--- src/rtl/round_controller.sv ---
// round_controller
// ----------------
// Sequences one blackjack round: deals the player and dealer hands, takes
// the player's hit/stand (and optionally double-down) decisions, waits for
// the hand values to settle, then scores the round and updates the credit bank.
//
// Optional feature macro: BJ_DOUBLE_DOWN_EN
//   defined   -> double_dn accepted in PLAYER on a 2-card hand when the bank
//                covers 2*BET; wager doubles and exactly one card is drawn.
//   undefined -> double_dn is unused and the wager is always BET.
//
// Parameters
//   START_CREDITS  bank value loaded at reset
//   BET            credits wagered per round (even, <= START_CREDITS)
//   SETTLE_CYC     cycles waited after a deal/draw before sampling hand values
//
// Ports
//   clk, rst         clock, asynchronous active-high reset
//   start            1-cycle pulse: begin round
//   hit, stand       1-cycle pulses: player decisions
//   double_dn        1-cycle pulse: double down (feature build only)
//   player_value     ace-adjusted player hand value
//   dealer_value     dealer final hand value
//   dealer_cardsnum  dealer card count
//   deal             1-cycle strobe on the first DEAL cycle
//   new_seed         coincident with deal on every round after the first
//   player_cards     cards shown to the player (0 when idle, 2..5)
//   state            0 IDLE, 1 DEAL, 2 PLAYER, 3 DRAW, 4 DEALER, 5 SETTLE, 6 DONE
//   outcome          0 none, 1 win, 2 lose, 3 push, 4 blackjack
//   credits          credit bank
//   game_over        high while credits < BET
module round_controller #(
    parameter int unsigned START_CREDITS = 100,
    parameter int unsigned BET           = 10,
    parameter int unsigned SETTLE_CYC    = 4
) (
    input  logic       clk,
    input  logic       rst,
    input  logic       start,
    input  logic       hit,
    input  logic       stand,
    input  logic       double_dn,
    input  logic [7:0] player_value,
    input  logic [7:0] dealer_value,
    input  logic [7:0] dealer_cardsnum,
    output logic       deal,
    output logic       new_seed,
    output logic [2:0] player_cards,
    output logic [2:0] state,
    output logic [2:0] outcome,
    output logic [9:0] credits,
    output logic       game_over
);

    typedef enum logic [2:0] {
        ST_IDLE   = 3'd0,
        ST_DEAL   = 3'd1,
        ST_PLAYER = 3'd2,
        ST_DRAW   = 3'd3,
        ST_DEALER = 3'd4,
        ST_SETTLE = 3'd5,
        ST_DONE   = 3'd6
    } state_t;

    localparam logic [2:0] OC_NONE = 3'd0;
    localparam logic [2:0] OC_WIN  = 3'd1;
    localparam logic [2:0] OC_LOSE = 3'd2;
    localparam logic [2:0] OC_PUSH = 3'd3;
    localparam logic [2:0] OC_BJ   = 3'd4;

    localparam int unsigned CW = $clog2(SETTLE_CYC + 1);
    localparam logic [CW-1:0] WAIT_LAST = CW'(SETTLE_CYC);
    localparam logic [CW-1:0] WAIT_ONE  = CW'(1);
    localparam logic [10:0]   BET_W     = 11'(BET);
    localparam logic [10:0]   BET2_W    = 11'(2 * BET);
    localparam logic [10:0]   CRED_MAX  = 11'd1023;

    state_t        state_q, state_d;
    logic [2:0]    player_cards_q, player_cards_d;
    logic [2:0]    outcome_q, outcome_d;
    logic [9:0]    credits_q, credits_d;
    logic [CW-1:0] wait_q, wait_d;
    logic          first_q, first_d;
    logic          natural_q, natural_d;
    logic          bust_q, bust_d;
    logic          doubled_q, doubled_d;
    logic          deal_q, deal_d;
    logic          new_seed_q, new_seed_d;

    logic [10:0]   credit_ext, wager, bonus, sum_win, sum_bj;
    logic [9:0]    won_credits, bj_credits, lost_credits;
    logic          wait_done, begin_round;

`ifndef BJ_DOUBLE_DOWN_EN
    logic unused_double_dn;
    assign unused_double_dn = double_dn;
`endif

    // Saturating/flooring credit arithmetic in an 11-bit intermediate so the
    // scoring branch only has to pick one of three precomputed results.
    always_comb begin
        credit_ext   = {1'b0, credits_q};
        wager        = doubled_q ? BET2_W : BET_W;
        bonus        = wager + (wager >> 1);
        sum_win      = credit_ext + wager;
        sum_bj       = credit_ext + bonus;
        won_credits  = (sum_win > CRED_MAX) ? 10'd1023 : sum_win[9:0];
        bj_credits   = (sum_bj > CRED_MAX) ? 10'd1023 : sum_bj[9:0];
        lost_credits = (credit_ext < wager) ? 10'd0 : 10'(credit_ext - wager);
    end

    assign game_over   = (credit_ext < BET_W);
    assign wait_done   = (wait_q == WAIT_LAST);
    assign begin_round = start && !game_over;

    // Next-state and register-input logic for the whole round sequence.
    always_comb begin
        state_d        = state_q;
        player_cards_d = player_cards_q;
        outcome_d      = outcome_q;
        credits_d      = credits_q;
        wait_d         = wait_q;
        first_d        = first_q;
        natural_d      = natural_q;
        bust_d         = bust_q;
        doubled_d      = doubled_q;
        deal_d         = 1'b0;
        new_seed_d     = 1'b0;

        case (state_q)
            // DONE restarts straight into DEAL, identical to a start from IDLE.
            ST_IDLE, ST_DONE: begin
                if (begin_round) begin
                    state_d        = ST_DEAL;
                    deal_d         = 1'b1;
                    new_seed_d     = !first_q;
                    first_d        = 1'b0;
                    outcome_d      = OC_NONE;
                    player_cards_d = 3'd2;
                    wait_d         = '0;
                    natural_d      = 1'b0;
                    bust_d         = 1'b0;
                    doubled_d      = 1'b0;
                end
            end
            ST_DEAL: begin
                if (wait_done) begin
                    if (player_value == 8'd21) begin
                        natural_d = 1'b1;
                        state_d   = ST_SETTLE;
                    end else begin
                        state_d = ST_PLAYER;
                    end
                end else begin
                    wait_d = wait_q + WAIT_ONE;
                end
            end
            // Stand outranks double-down, which outranks hit; a refused
            // double-down falls through to an ordinary hit check.
            ST_PLAYER: begin
                wait_d = '0;
                if (stand) begin
                    state_d = ST_DEALER;
`ifdef BJ_DOUBLE_DOWN_EN
                end else if (double_dn && player_cards_q == 3'd2 &&
                             credit_ext >= BET2_W) begin
                    doubled_d      = 1'b1;
                    player_cards_d = player_cards_q + 3'd1;
                    state_d        = ST_DRAW;
`endif
                end else if (hit) begin
                    player_cards_d = player_cards_q + 3'd1;
                    state_d        = ST_DRAW;
                end
            end
            ST_DRAW: begin
                if (wait_done) begin
                    wait_d = '0;
                    if (player_value > 8'd21) begin
                        bust_d  = 1'b1;
                        state_d = ST_SETTLE;
                    end else if (player_cards_q == 3'd5 || player_value == 8'd21 ||
                                 doubled_q) begin
                        state_d = ST_DEALER;
                    end else begin
                        state_d = ST_PLAYER;
                    end
                end else begin
                    wait_d = wait_q + WAIT_ONE;
                end
            end
            ST_DEALER: begin
                if (wait_done) begin
                    state_d = ST_SETTLE;
                end else begin
                    wait_d = wait_q + WAIT_ONE;
                end
            end
            ST_SETTLE: begin
                state_d = ST_DONE;
                if (bust_q) begin
                    outcome_d = OC_LOSE;
                    credits_d = lost_credits;
                end else if (natural_q) begin
                    if (dealer_value == 8'd21 && dealer_cardsnum == 8'd2) begin
                        outcome_d = OC_PUSH;
                    end else begin
                        outcome_d = OC_BJ;
                        credits_d = bj_credits;
                    end
                end else if (dealer_value > 8'd21) begin
                    outcome_d = OC_WIN;
                    credits_d = won_credits;
                end else if (player_value > dealer_value) begin
                    outcome_d = OC_WIN;
                    credits_d = won_credits;
                end else if (player_value < dealer_value) begin
                    outcome_d = OC_LOSE;
                    credits_d = lost_credits;
                end else begin
                    outcome_d = OC_PUSH;
                end
            end
            default: state_d = ST_IDLE;
        endcase
    end

    // State register; reset abandons any round in flight without scoring it.
    always_ff @(posedge clk or posedge rst) begin
        if (rst) begin
            state_q        <= ST_IDLE;
            player_cards_q <= 3'd0;
            outcome_q      <= OC_NONE;
            credits_q      <= 10'(START_CREDITS);
            wait_q         <= '0;
            first_q        <= 1'b1;
            natural_q      <= 1'b0;
            bust_q         <= 1'b0;
            doubled_q      <= 1'b0;
            deal_q         <= 1'b0;
            new_seed_q     <= 1'b0;
        end else begin
            state_q        <= state_d;
            player_cards_q <= player_cards_d;
            outcome_q      <= outcome_d;
            credits_q      <= credits_d;
            wait_q         <= wait_d;
            first_q        <= first_d;
            natural_q      <= natural_d;
            bust_q         <= bust_d;
            doubled_q      <= doubled_d;
            deal_q         <= deal_d;
            new_seed_q     <= new_seed_d;
        end
    end

    assign deal         = deal_q;
    assign new_seed     = new_seed_q;
    assign player_cards = player_cards_q;
    assign state        = state_q;
    assign outcome      = outcome_q;
    assign credits      = credits_q;

endmodule

--- config.mk ---
export PLATFORM = sky130hd
export DESIGN_NAME = round_controller
export DESIGN_NICKNAME = d
export VERILOG_FILES = /design/src/rtl/round_controller.sv
export SDC_FILE = /design/constraint.sdc
export NUM_CORES = 1
export LEC_CHECK = 0
export CAP_MARGIN = 10
export CELL_PAD_IN_SITES_DETAIL_PLACEMENT = 2
export CELL_PAD_IN_SITES_GLOBAL_PLACEMENT = 2
export CORE_MARGIN = 5
export CORE_UTILIZATION = 34
export DETAILED_ROUTE_END_ITERATION = 8
export PLACE_DENSITY = 0.95
export SLEW_MARGIN = 5
export SYNTH_ARGS = -nofsm -noshare
export SYNTH_HDL_FRONTEND = slang
export SYNTH_SLANG_ARGS = --single-unit
--- constraint.sdc ---
create_clock -name clk -period 7.17 [get_ports clk]
set_clock_uncertainty 0.1 [all_clocks]
set_input_delay 2.151 -clock clk [delete_from_list [all_inputs] [get_ports clk]]
set_output_delay 2.151 -clock clk [all_outputs]
set_load 0.01 [all_outputs]
==> reports/summary.json, run 1 <==
{
  "layout-area-overhead-vs-synth_pct": 21.2,
  "timing.final.setup_violations": 0,
  "cts_tree": "built",
  "ys_seq_area_share_pct": 24.5,
  "cts_inserted_buffers": 3,
  "final.min_clock_period_ns": 4.91,
  "synth_top_area_share_pct": 20.7,
  "core_um2": 8090,
  "drt-initial-drc-count": 55,
  "overflow": 0,
  "synth-warning-count": 0,
  "synth_top_cells_by_area": "sky130_fd_sc_hd__dfrtp_1 21%, sky130_fd_sc_hd__ha_1 8.1%, sky130_fd_sc_hd__a21oi_1 4.9%, sky130_fd_sc_hd__nor2_1 4.1%, sky130_fd_sc_hd__dfstp_2 3.8%",
  "clk-insertion-delay-late_ns": 0.29,
  "synth_area_per_cell_um2": 8.20,
  "worstSetupEndpointType": "flip-flop",
  "power.density_nw_per_um2": 408,
  "hold_path_class": "reg -> reg",
  "vias": 2809,
  "seqCellArea_um2": 681,
  "max_cap_viols": 0,
  "global_route.usage.total_pct": 20.0,
  "die_height_um": 100,
  "slew_violations": 0,
  "gp_congestion": 0.850,
  "drt-total-wl_mm": 9.75,
  "dp.final_hpwl_mm": 7.58,
  "cts.repair.resized": 0,
  "slew-limit-headroom_pct": 26.4,
  "grt_pass1_wl_mm": 16.3,
  "synth-edff-count": 0,
  "cts-root-buf": "sky130_fd_sc_hd__clkbuf_8",
  "critical_path.startpoint_type": "primary input",
  "postRouteAntennaNets": 0,
  "leakage_power_nw": 1.39,
  "mappedNetlistNets": 387,
  "dieWidth_um": 100,
  "max_freq_mhz": 204,
  "postCtsSetupBuffers": 0,
  "initial_util_pct": 34.3,
  "ys_types": 80,
  "grt_antenna_before_repair": 0,
  "layoutNonFillerInstCount": 482,
  "data_required_time_at_the_worst_endpoint_ns": 7.28,
  "timing.final.hold_violations": 0,
  "cts_htree_levels": 1,
  "nets": 426,
  "ys_top_cells_by_count": "30 x sky130_fd_sc_hd__nor2_1, 28 x sky130_fd_sc_hd__nand2_1, 27 x sky130_fd_sc_hd__a21oi_1, 26 x sky130_fd_sc_hd__inv_1, 23 x sky130_fd_sc_hd__dfrtp_1",
  "antenna-diode-count": 0,
  "clk_pin_slew_worst_paths_ns": 0.12,
  "numPortBuffers": 50,
  "synth_most_common_cell": "sky130_fd_sc_hd__nor2_1",
  "synth_async_sr_flop_share_pct": 100,
  "drc": 0,
  "setup-tns-final_ns": 0,
  "multi_input_comb_area_um2": 1900,
  "yosysTopAreaCell": "sky130_fd_sc_hd__dfrtp_1",
  "peakVddDrop_v": 0.000175,
  "syn_area_um2": 2780,
  "count_of_filler_cells_inserted_in_the_layout": 934,
  "timing.hold.ws_ns": 0.402,
  "ioPinCount": 52,
  "synth_instances": 339,
  "status": "completed",
  "cts.path.max_buffers": 2,
  "holdBufCountCts": 0,
  "detail_route.vias_per_cell": 5.83,
  "vias_in_the_first_global_route": 3188,
  "fraction_of_layout_instances_using_a_drive_strength_above_1_pct": 11.4,
  "crit_fanout": 16,
  "crit_path_category": "in -> reg",
  "clock_sinks": 27,
  "wl_per_cell_um": 20.2,
  "worst-slew-pin-transition_ns": 1.10,
  "worst_ep_arrival_time_ns": 5.02,
  "rsz_0062_raised_after_global_routing": "no",
  "number_of_iterations_in_the_first_detailed_routing_pass": 4,
  "synth_ff_type": "sky130_fd_sc_hd__dfrtp_1",
  "share_of_the_cycle_needed_by_the_critical_path_after_routing_pct": 68.5,
  "placement_rows": 33,
  "cell_total_after_placement": 478,
  "yosys_register_bits": 27,
  "dieArea_um2": 10100,
  "grt_max_degree": 28
}
[per-stage QoR]
step | area [um2] | setup WS, ns | util [%] | total power, W
2_1_floorplan | 2780 | 3.25 | - | 0.000960
5_1_grt | 3370 | 2.12 | 41.6 | 0.00149
4_1_cts | 3370 | 2.27 | 41.6 | 0.00139
3_5_place_dp | 3320 | 1.97 | 41.0 | 0.00127
6_report | 3370 | 2.26 | 41.6 | 0.00137
3_3_place_gp | 3320 | 2.19 | 41.0 | 0.00120
[cell type report]
type	count	area share, %
clock buffer	3	1.23
multi-input combinational	269	56.4
timing repair buffer	51	15.1
tap	105	3.90
sequential	27	20.2
clock inverter	1	0.260
inverter	26	2.90
[kinds of logic (layout without fill, tap and decap cells)]
group	Yosys count	in the layout	share of synthesized area, %
DFF	27	27	24.5
buffers and inverters	43	81	7.11
and+or+nand+nor	123	123	23.6
adders and majority gates	18	18	8.10
AOI/OAI and AO/OA	112	112	30.9
muxes	6	6	2.30
xor gates and xnor gates	10	10	3.42
[registers in the layout, indices dropped and copies added (netlist names)]
signal        flops
bust_q            1
credits          10
deal              1
first_q           1
natural_q         1
new_seed          1
outcome           3
player_cards      3
state             3
wait_q            3
[worst max-delay path, cell delays in order]
cell and delay (ns):
sky130_fd_sc_hd__clkdlybuf4s50_1 0.51, sky130_fd_sc_hd__inv_1 0.06, sky130_fd_sc_hd__ha_1 0.30, sky130_fd_sc_hd__nor2b_1 0.21
sky130_fd_sc_hd__o211ai_2 0.14, sky130_fd_sc_hd__a21oi_2 0.16, sky130_fd_sc_hd__nor3_2 0.08, sky130_fd_sc_hd__o41ai_4 0.96
sky130_fd_sc_hd__o32ai_1 0.23, sky130_fd_sc_hd__a22oi_1 0.21
[worst paths after layout]
path / start / endpoint / slack (ns) / cells after the start
max reg2reg: credits[2] / credits[1] / 4.48 / 8
max: dealer_value[1] / credits[4] / 2.26 / 10
min: first_q / new_seed / 0.40 / 1
min in group asynchronous: rst / new_seed / 2.13 / 3
min reg2reg: first_q / new_seed / 0.40 / 1
max in group asynchronous: rst / credits[5] / 4.51 / 3
[report_power, final]
group	switching, W	internal (W)	total [W]
Clock	0.0000614	0.0000411	0.000103
Sequential	0.000175	0.000223	0.000398
Combinational	0.000484	0.000388	0.000873
Total	0.000721	0.000653	0.00137
[cell usage in the layout, fill, tap and decap left out, types with 4 or more instances in the layout]
| cell type | netlist | routed |
|---|---|---|
| sky130_fd_sc_hd__a21o_1 | 5 | 5 |
| sky130_fd_sc_hd__xnor2_1 | 6 | 6 |
| sky130_fd_sc_hd__nor2_1 | 30 | 30 |
| sky130_fd_sc_hd__clkdlybuf4s50_1 | 0 | 50 |
| sky130_fd_sc_hd__or3_1 | 5 | 5 |
| sky130_fd_sc_hd__inv_1 | 26 | 26 |
| sky130_fd_sc_hd__dfstp_2 | 4 | 4 |
| sky130_fd_sc_hd__a21oi_1 | 27 | 27 |
| sky130_fd_sc_hd__o21ai_1 | 7 | 7 |
| sky130_fd_sc_hd__nand3_1 | 18 | 18 |
| sky130_fd_sc_hd__o21ai_0 | 14 | 14 |
| sky130_fd_sc_hd__and2_1 | 4 | 4 |
| sky130_fd_sc_hd__a22oi_1 | 4 | 4 |
| sky130_fd_sc_hd__nor3_1 | 8 | 8 |
| sky130_fd_sc_hd__o21a_1 | 5 | 5 |
| sky130_fd_sc_hd__nand2_1 | 28 | 28 |
| sky130_fd_sc_hd__dfrtp_1 | 23 | 23 |
| sky130_fd_sc_hd__o31ai_1 | 6 | 6 |
| sky130_fd_sc_hd__ha_1 | 18 | 18 |
[per-layer routing]
layer | vias to the layer above | GRT usage, % | share of wire (%)
met4 | 0 | 5.28 | 2.5
met5 | - | 0 | 0
li1 | 1321 | - | -
met2 | 53 | 38.1 | 53
met1 | 1413 | 23.4 | 42
met3 | 22 | 2.43 | 2.2
Note: power is estimated with default switching activity, not from simulation.
==> run 2: changes to the inputs <==
--- a/config.mk
+++ b/config.mk
@@ -9,9 +9,9 @@
 export CELL_PAD_IN_SITES_DETAIL_PLACEMENT = 2
 export CELL_PAD_IN_SITES_GLOBAL_PLACEMENT = 2
 export CORE_MARGIN = 5
-export CORE_UTILIZATION = 34
+export CORE_UTILIZATION = 31
 export DETAILED_ROUTE_END_ITERATION = 8
-export PLACE_DENSITY = 0.95
+export PLACE_DENSITY = 0.9
 export SLEW_MARGIN = 5
 export SYNTH_ARGS = -nofsm -noshare
 export SYNTH_HDL_FRONTEND = slang
==> constraint.sdc (replaced) <==
create_clock -name clk -period 5.05 [get_ports clk]
set_clock_uncertainty 0.1 [all_clocks]
set_input_delay 1.515 -clock clk [delete_from_list [all_inputs] [get_ports clk]]
set_output_delay 1.515 -clock clk [all_outputs]
set_load 0.01 [all_outputs]
==> run 2 against run 1 <==
Total power rose by 43%. Final cell count increased by 1.2%. Flip-flop and latch count did not move. Critical path type is now reg -> out. Critical endpoint is now game_over.
==> reports/summary.json, run 2 (synthesis gave the netlist of run 1 again) <==
{
  "status": {"value": "completed", "change": "unchanged"},
  "post-route-worst-setup-slack": {"value": 1.13, "unit": "ns", "change": "was 2.26 ns"},
  "share_of_the_cycle_needed_by_the_critical_path_after_routing_pct": 77.7,
  "fraction_of_the_core_area_covered_by_cells_at_the_end_of_the_flow": {"value": 38.9, "unit": "%", "change": "was 41.6%"},
  "number_of_iterations_in_the_first_detailed_routing_pass": {"value": 4, "change": "unchanged"},
  "layout.cells.most_common_list": {"value": "50 x sky130_fd_sc_hd__clkdlybuf4s50_1, 30 x sky130_fd_sc_hd__nor2_1, 28 x sky130_fd_sc_hd__nand2_1", "change": "unchanged"},
  "cts_htree_levels": {"value": 1, "change": "unchanged"},
  "grt_max_degree": {"value": 28, "change": "unchanged"},
  "grt_pass1_wl": {"value": 16.4, "unit": "mm", "change": "was 16.3 mm"},
  "die_height": {"value": 105, "unit": "um", "change": "was 100 um"},
  "dieArea": {"value": 11000, "unit": "um2", "change": "was 10,100 um2"},
  "crit_path_category": {"value": "reg -> out", "change": "was in -> reg"},
  "cts_inserted_buffers": {"value": 3, "change": "unchanged"},
  "multi_input_comb_area": {"value": 1900, "unit": "um2", "change": "unchanged"},
  "holdBufCountCts": {"value": 0, "change": "unchanged"},
  "slew_violations": {"value": 0, "change": "unchanged"},
  "vias_in_the_first_global_route": {"value": 3160, "change": "was 3,188"},
  "r2r_setup_slack": {"value": 2.32, "unit": "ns", "change": "was 4.48 ns"},
  "global_route.usage.total": {"value": 17.8, "unit": "%", "change": "was 20.0%"},
  "slew-limit-headroom": {"value": 47.4, "unit": "%", "change": "was 26.4%"},
  "setup-tns-final": {"value": 0, "unit": "ns", "change": "unchanged"},
  "crit_fanout": {"value": 14, "change": "was 16"},
  "ioPinCount": {"value": 52, "change": "unchanged"},
  "postRouteAntennaNets": {"value": 0, "change": "unchanged"},
  "timing.final.setup_violations": {"value": 0, "change": "unchanged"},
  "max_freq_mhz": 255,
  "overflow": {"value": 0, "change": "unchanged"},
  "power.density": {"value": 577, "unit": "nW/um2", "change": "was 408 nW/um2"},
  "worst_ep_arrival_time": {"value": 2.31, "unit": "ns", "change": "was 5.02 ns"},
  "drt-total-wl": {"value": 9.65, "unit": "mm", "change": "was 9.75 mm"},
  "antenna-diode-count": {"value": 0, "change": "unchanged"},
  "topRoutingLayerUsed": {"value": "met4", "change": "unchanged"},
  "worstSetupEndpointType": {"value": "primary output", "change": "was flip-flop"},
  "cts.repair.resized": {"value": 0, "change": "unchanged"},
  "cts_tree": {"value": "built", "change": "unchanged"},
  "largest_reg_flops": {"value": 10, "change": "unchanged"},
  "most_common_library_cell_in_the_layout_ignoring_fill_and_taps": {"value": "sky130_fd_sc_hd__clkdlybuf4s50_1", "change": "unchanged"},
  "gp_congestion": {"value": 0.824, "change": "was 0.850"},
  "nets": {"value": 429, "change": "was 426"},
  "vias": {"value": 2775, "change": "was 2,809"},
  "data_required_time_at_the_worst_endpoint": {"value": 3.44, "unit": "ns", "change": "was 7.28 ns"},
  "seqCellArea": {"value": 681, "unit": "um2", "change": "unchanged"},
  "worst-slew-pin-transition": {"value": 0.789, "unit": "ns", "change": "was 1.10 ns"},
  "drc": {"value": 0, "change": "unchanged"},
  "timing.hold.ws": {"value": 0.401, "unit": "ns", "change": "was 0.402 ns"},
  "route.met2.wl": {"value": 5.28, "unit": "mm", "change": "was 5.21 mm"},
  "cts.path.max_buffers": {"value": 2, "change": "unchanged"},
  "critical_path.startpoint_type": {"value": "flip-flop", "change": "was primary input"},
  "placement_rows": {"value": 34, "change": "was 33"},
  "dp.final_hpwl": {"value": 7.55, "unit": "mm", "change": "was 7.58 mm"},
  "wl_per_cell": {"value": 19.8, "unit": "um", "change": "was 20.2 um"},
  "hold_path_startpoint": {"value": "first_q", "change": "unchanged"},
  "clock_sinks": {"value": 27, "change": "unchanged"},
  "dp_worst_setup_slack": {"value": 0.832, "unit": "ns", "change": "was 1.97 ns"},
  "dieWidth": {"value": 105, "unit": "um", "change": "was 100 um"},
  "post-route-cell-area": {"value": 3390, "unit": "um2", "change": "was 3370 um2"},
  "detail_route.vias_per_cell": {"value": 5.69, "change": "was 5.83"},
  "final.min_clock_period_ns": 3.92,
  "timing.final.hold_violations": {"value": 0, "change": "unchanged"},
  "fraction_of_layout_instances_using_a_drive_strength_above_1": {"value": 12.1, "unit": "%", "change": "was 11.4%"},
  "drt-met1-wl": {"value": 4.03, "unit": "mm", "change": "was 4.08 mm"},
  "clk_pin_slew_worst_paths": {"value": 0.12, "unit": "ns", "change": "about the same"},
  "peakVddDrop": {"value": 0.000257, "unit": "V", "change": "was 0.000175 V"},
  "initial_util": {"value": 31.9, "unit": "%", "change": "was 34.3%"},
  "cts-root-buf": {"value": "sky130_fd_sc_hd__clkbuf_8", "change": "unchanged"},
  "rsz_0062_raised_after_global_routing": {"value": "no", "change": "unchanged"},
  "count_of_filler_cells_inserted_in_the_layout": {"value": 983, "change": "was 934"},
  "max_cap_viols": {"value": 0, "change": "unchanged"},
  "placedInstanceArea": {"value": 3340, "unit": "um2", "change": "was 3320 um2"},
  "numPortBuffers": {"value": 50, "change": "unchanged"},
  "clk-insertion-delay-late": {"value": 0.30, "unit": "ns", "change": "was 0.29 ns"},
  "grt_antenna_before_repair": {"value": 0, "change": "unchanged"},
  "drt-initial-drc-count": {"value": 89, "change": "was 55"},
  "layout-area-overhead-vs-synth": {"value": 22.2, "unit": "%", "change": "was 21.2%"},
  "core": {"value": 8720, "unit": "um2", "change": "was 8090 um2"},
  "leakage_power": {"value": 1.40, "unit": "nW", "change": "was 1.39 nW"},
  "dr_wl_met3": {"value": 229, "unit": "um", "change": "was 214 um"},
  "hold_path_class": {"value": "reg -> reg", "change": "unchanged"},
  "postCtsSetupBuffers": {"value": 0, "change": "unchanged"},
  "start_point_of_the_critical_path": {"value": "credits[3]", "change": "was dealer_value[1]"},
  "critical_path.reg2reg.startpoint": {"value": "credits[2]", "change": "unchanged"}
}
-- run 2: cell types whose count changed in the layout (fill, tap and decap cells not counted) --
cell	before	now
sky130_fd_sc_hd__buf_4	1	4
-- run 2: cell type report --
cell class,count,area share (%)
Clock inverter,1,0.258
Clock buffer,3,1.22
Inverter,26,2.88
Tap cell,108,3.98
Multi-Input combinational cell,269,56.0
Timing Repair Buffer,54,15.6
Sequential cell,27,20.1
-- run 2: metal layers --
metal,vias to the layer above,track usage (%)
met5,-,0
met3,8,2.59
li1,1327,-
met4,0,2.83
met1,1403,21.3
met2,37,33.9
-- run 2: final timing paths --
kind                         endpoint  depth (start not counted)
setup / recovery            game_over                          4
hold / removal                first_q                          1
setup reg to reg           credits[1]                          8
hold reg to reg               first_q                          1
max in group asynchronous  credits[6]                          3
min in group asynchronous  credits[8]                          3
-- run 2: power breakdown --
part | switching, W | total (W) | leakage, nW | internal, W
Sequential | 0.000234 | 0.000551 | 0.331 | 0.000317
Clock | 0.0000891 | 0.000148 | 0.0261 | 0.0000585
Combinational | 0.000696 | 0.00126 | 1.05 | 0.000563
Total | 0.00102 | 0.00196 | 1.40 | 0.000938
-- run 2: worst max-delay path, cell delays in order (launching register included) --
cell and delay [ns]:
sky130_fd_sc_hd__dfrtp_1 0.59, sky130_fd_sc_hd__o21ai_1 0.32, sky130_fd_sc_hd__nand3_1 0.29, sky130_fd_sc_hd__inv_1 0.23, sky130_fd_sc_hd__clkdlybuf4s50_1 0.57
-- run 2: per-stage QoR --
stage | std cells | total power [W]
2_1_floorplan | 339 | 0.00136
3_3_place_gp | 484 | 0.00173
3_5_place_dp | 484 | 0.00182
4_1_cts | 488 | 0.00198
5_1_grt | 488 | 0.00213
6_report | 488 | 0.00196
==> run 3: changes to the inputs <==
==> constraint.sdc (replaced) <==
create_clock -name clk -period 4 [get_ports clk]
set_clock_uncertainty 0.1 [all_clocks]
set_input_delay 1.2 -clock clk [delete_from_list [all_inputs] [get_ports clk]]
set_output_delay 1.2 -clock clk [all_outputs]
set_load 0.01 [all_outputs]
==> run 3 against run 2 <==
Critical path depth is 7 higher. Global-route usage is 0.24 points higher. Final cell count rose by 0.82%. Non-clock buffer count grew 4. Flip-flop and latch count stayed put.
==> reports/summary.json, run 3 (synthesis gave the netlist of run 1 again) <==
{
  "die_height": {"value": 105, "unit": "um", "change": "unchanged"},
  "max_cap_viols": {"value": 0, "change": "unchanged"},
  "cell_internal_pwr": {"value": 0.00121, "unit": "W", "change": "was 0.000938 W"},
  "layout.cells.most_common_list": {"value": "50 x sky130_fd_sc_hd__clkdlybuf4s50_1, 30 x sky130_fd_sc_hd__nor2_1, 28 x sky130_fd_sc_hd__nand2_1", "change": "unchanged"},
  "clock_sinks": {"value": 27, "change": "unchanged"},
  "path_buf_inv": {"value": 3, "change": "was 2"},
  "postCtsSetupBuffers": {"value": 0, "change": "unchanged"},
  "timing.final.hold_violations": {"value": 0, "change": "unchanged"},
  "nets": {"value": 433, "change": "was 429"},
  "ff2ff_path_depth": {"value": 8, "change": "unchanged"},
  "rsz_0062_raised_after_global_routing": {"value": "no", "change": "unchanged"},
  "global_route.usage.total": {"value": 18.0, "unit": "%", "change": "was 17.8%"},
  "hold_path_class": {"value": "reg -> reg", "change": "unchanged"},
  "postRouteAntennaNets": {"value": 0, "change": "unchanged"},
  "cts.path.max_buffers": {"value": 2, "change": "unchanged"},
  "most_common_library_cell_in_the_layout_ignoring_fill_and_taps": {"value": "sky130_fd_sc_hd__clkdlybuf4s50_1", "change": "unchanged"},
  "timing.final.setup_violations": {"value": 0, "change": "unchanged"},
  "wl_per_cell": {"value": 20.1, "unit": "um", "change": "was 19.8 um"},
  "dieArea": {"value": 11000, "unit": "um2", "change": "unchanged"},
  "critical_path.startpoint_type": {"value": "primary input", "change": "was flip-flop"},
  "crit_cells": {"value": 11, "change": "was 4"},
  "cts-root-buf": {"value": "sky130_fd_sc_hd__clkbuf_8", "change": "unchanged"},
  "initial_util": {"value": 31.9, "unit": "%", "change": "unchanged"},
  "worst-slew-pin-transition": {"value": 0.541, "unit": "ns", "change": "was 0.789 ns"},
  "ioPinCount": {"value": 52, "change": "unchanged"},
  "grt_pass1_wl": {"value": 16.5, "unit": "mm", "change": "was 16.4 mm"},
  "detail_route.vias_per_cell": {"value": 5.72, "change": "was 5.69"},
  "vias": {"value": 2813, "change": "was 2,775"},
  "drt-initial-drc-count": {"value": 86, "change": "was 89"},
  "drc": {"value": 0, "change": "unchanged"},
  "crit_path_category": {"value": "in -> reg", "change": "was reg -> out"},
  "cts.repair.resized": {"value": 0, "change": "unchanged"},
  "antenna-diode-count": {"value": 0, "change": "unchanged"},
  "cts_tree": {"value": "built", "change": "unchanged"},
  "fraction_of_layout_instances_using_a_drive_strength_above_1": {"value": 13.0, "unit": "%", "change": "was 12.1%"},
  "leakage_power": {"value": 1.42, "unit": "nW", "change": "was 1.40 nW"},
  "dp.final_hpwl": {"value": 7.78, "unit": "mm", "change": "was 7.55 mm"},
  "grt_max_degree": {"value": 28, "change": "unchanged"},
  "cts_inserted_buffers": {"value": 3, "change": "unchanged"},
  "status": {"value": "completed", "change": "unchanged"},
  "placement_rows": {"value": 34, "change": "unchanged"},
  "final.min_clock_period_ns": 3.58,
  "pwr-share-comb": {"value": 66.7, "unit": "%", "change": "was 64.3%"},
  "peakVddDrop": {"value": 0.000354, "unit": "V", "change": "was 0.000257 V"},
  "cts_htree_levels": {"value": 1, "change": "unchanged"},
  "layout-area-overhead-vs-synth": {"value": 23.2, "unit": "%", "change": "was 22.2%"},
  "share_of_the_cycle_needed_by_the_critical_path_after_routing_pct": 89.5,
  "total_power_after_layout": {"value": 0.00252, "unit": "W", "change": "was 0.00196 W"},
  "slew_violations": {"value": 0, "change": "unchanged"},
  "grt_antenna_before_repair": {"value": 0, "change": "unchanged"},
  "crit_fanout": {"value": 11, "change": "was 14"},
  "crit_slowest_cell": {"value": "sky130_fd_sc_hd__clkdlybuf4s50_1", "change": "was sky130_fd_sc_hd__dfrtp_1"},
  "setup-tns-final": {"value": 0, "unit": "ns", "change": "unchanged"},
  "clock_power_share": {"value": 7.4, "unit": "%", "change": "was 7.5%"},
  "slew-limit-headroom": {"value": 63.6, "unit": "%", "change": "was 47.4%"},
  "largest_reg_flops": {"value": 10, "change": "unchanged"},
  "critical-path-top-delay-family": {"value": "compound AO/OA/AOI/OAI gates", "change": "was buffers and inverters"},
  "worstSetupEndpointType": {"value": "flip-flop", "change": "was primary output"},
  "critPathMaxStageDelay": {"value": 0.50, "unit": "ns", "change": "was 0.59 ns"},
  "overflow": {"value": 0, "change": "unchanged"},
  "dieWidth": {"value": 105, "unit": "um", "change": "unchanged"},
  "number_of_iterations_in_the_first_detailed_routing_pass": {"value": 4, "change": "unchanged"},
  "instance_count_along_the_most_critical_hold_path": {"value": 1, "change": "unchanged"},
  "drt-total-wl": {"value": 9.90, "unit": "mm", "change": "was 9.65 mm"},
  "power.sequential.fraction": {"value": 25.9, "unit": "%", "change": "was 28.1%"},
  "holdBufCountCts": {"value": 0, "change": "unchanged"},
  "data_required_time_at_the_worst_endpoint": {"value": 4.09, "unit": "ns", "change": "was 3.44 ns"},
  "max_freq_mhz": 279,
  "share_of_total_power_consumed_by_net_switching": {"value": 51.9, "unit": "%", "change": "was 52.1%"},
  "cp_cell_sequence": {"value": "clkdlybuf4s50_1 > inv_1 > ha_1 > a211oi_1 > nor2_1 > nor3_2 > a21oi_1 > buf_4 > a21oi_1 > nor2_1 > o32a_1", "change": "was o21ai_1 > nand3_1 > inv_1 > clkdlybuf4s50_1"},
  "power.density": {"value": 734, "unit": "nW/um2", "change": "was 577 nW/um2"},
  "netSwitchingPower": {"value": 0.00131, "unit": "W", "change": "was 0.00102 W"},
  "clk_pin_slew_worst_paths": {"value": 0.12, "unit": "ns", "change": "about the same"},
  "gp_congestion": {"value": 0.876, "change": "was 0.824"},
  "numPortBuffers": {"value": 50, "change": "unchanged"},
  "vias_in_the_first_global_route": {"value": 3202, "change": "was 3,160"},
  "core": {"value": 8720, "unit": "um2", "change": "unchanged"},
  "worst_ep_arrival_time": {"value": 3.67, "unit": "ns", "change": "was 2.31 ns"},
  "clk-insertion-delay-late": {"value": 0.30, "unit": "ns", "change": "about the same"}
}
run 3: worst register-to-register path: stages (launching register included):
cell                      delay (ns)
sky130_fd_sc_hd__dfrtp_1        0.55
sky130_fd_sc_hd__inv_1          0.20
sky130_fd_sc_hd__ha_1           0.31
sky130_fd_sc_hd__a21bo_2        0.28
sky130_fd_sc_hd__o21ai_1        0.09
sky130_fd_sc_hd__xnor2_1        0.32
sky130_fd_sc_hd__o31a_1         0.25
sky130_fd_sc_hd__a21oi_1        0.10
sky130_fd_sc_hd__o32a_1         0.37
run 3: final timing paths:
kind	startpoint	end	slack, ns
max	dealer_value[5]	credits[1]	0.42
min	first_q	first_q	0.40
min reg2reg	first_q	first_q	0.40
max reg2reg	credits[1]	credits[1]	1.33
max in group asynchronous	rst	credits[5]	2.29
min in group asynchronous	rst	new_seed	1.17
run 3: power by group through the flow:
stage,Clock (W),Combinational [W],Sequential [W]
final,0.000186,0.00168,0.000651
after global routing,0.000201,0.00185,0.000680
after CTS,0.000191,0.00169,0.000651
after detailed placement,0,0.00167,0.000657
after global placement,0,0.00158,0.000641
after floorplan,0,0.00117,0.000550
run 3: cell type report:
cell class / count / area [um2]
Fill cell: 988 / 5300
Multi-Input combinational cell: 269 / 1900
Sequential cell: 27 / 681
Timing Repair Buffer: 58 / 561
Tap cell: 108 / 135
Inverter: 26 / 97.6
Clock buffer: 3 / 41.3
Clock inverter: 1 / 8.76
run 3: per-stage QoR:
step	cells	worst slack, ns	hold slack, ns	utilization (%)	cell area (um2)
3_3_place_gp	488	0.259	0.376	38.7	3370
4_1_cts	492	0.409	0.404	39.3	3420
3_5_place_dp	488	0.0968	0.381	38.7	3370
6_report	492	0.421	0.401	39.3	3420
5_1_grt	492	0.290	0.419	39.3	3420
2_1_floorplan	339	1.03	0.363	-	2780
run 3: metal layers:
metal | wire (um) | part of all wire (%) | global-route usage [%] | up-vias
li1 | - | - | - | 1337
met1 | 4220 | 43 | 21.4 | 1412
met2 | 5280 | 53 | 34.2 | 48
met3 | 230 | 2.3 | 2.34 | 16
met4 | 168 | 1.7 | 4.02 | 0
met5 | 0 | 0 | 0 | -
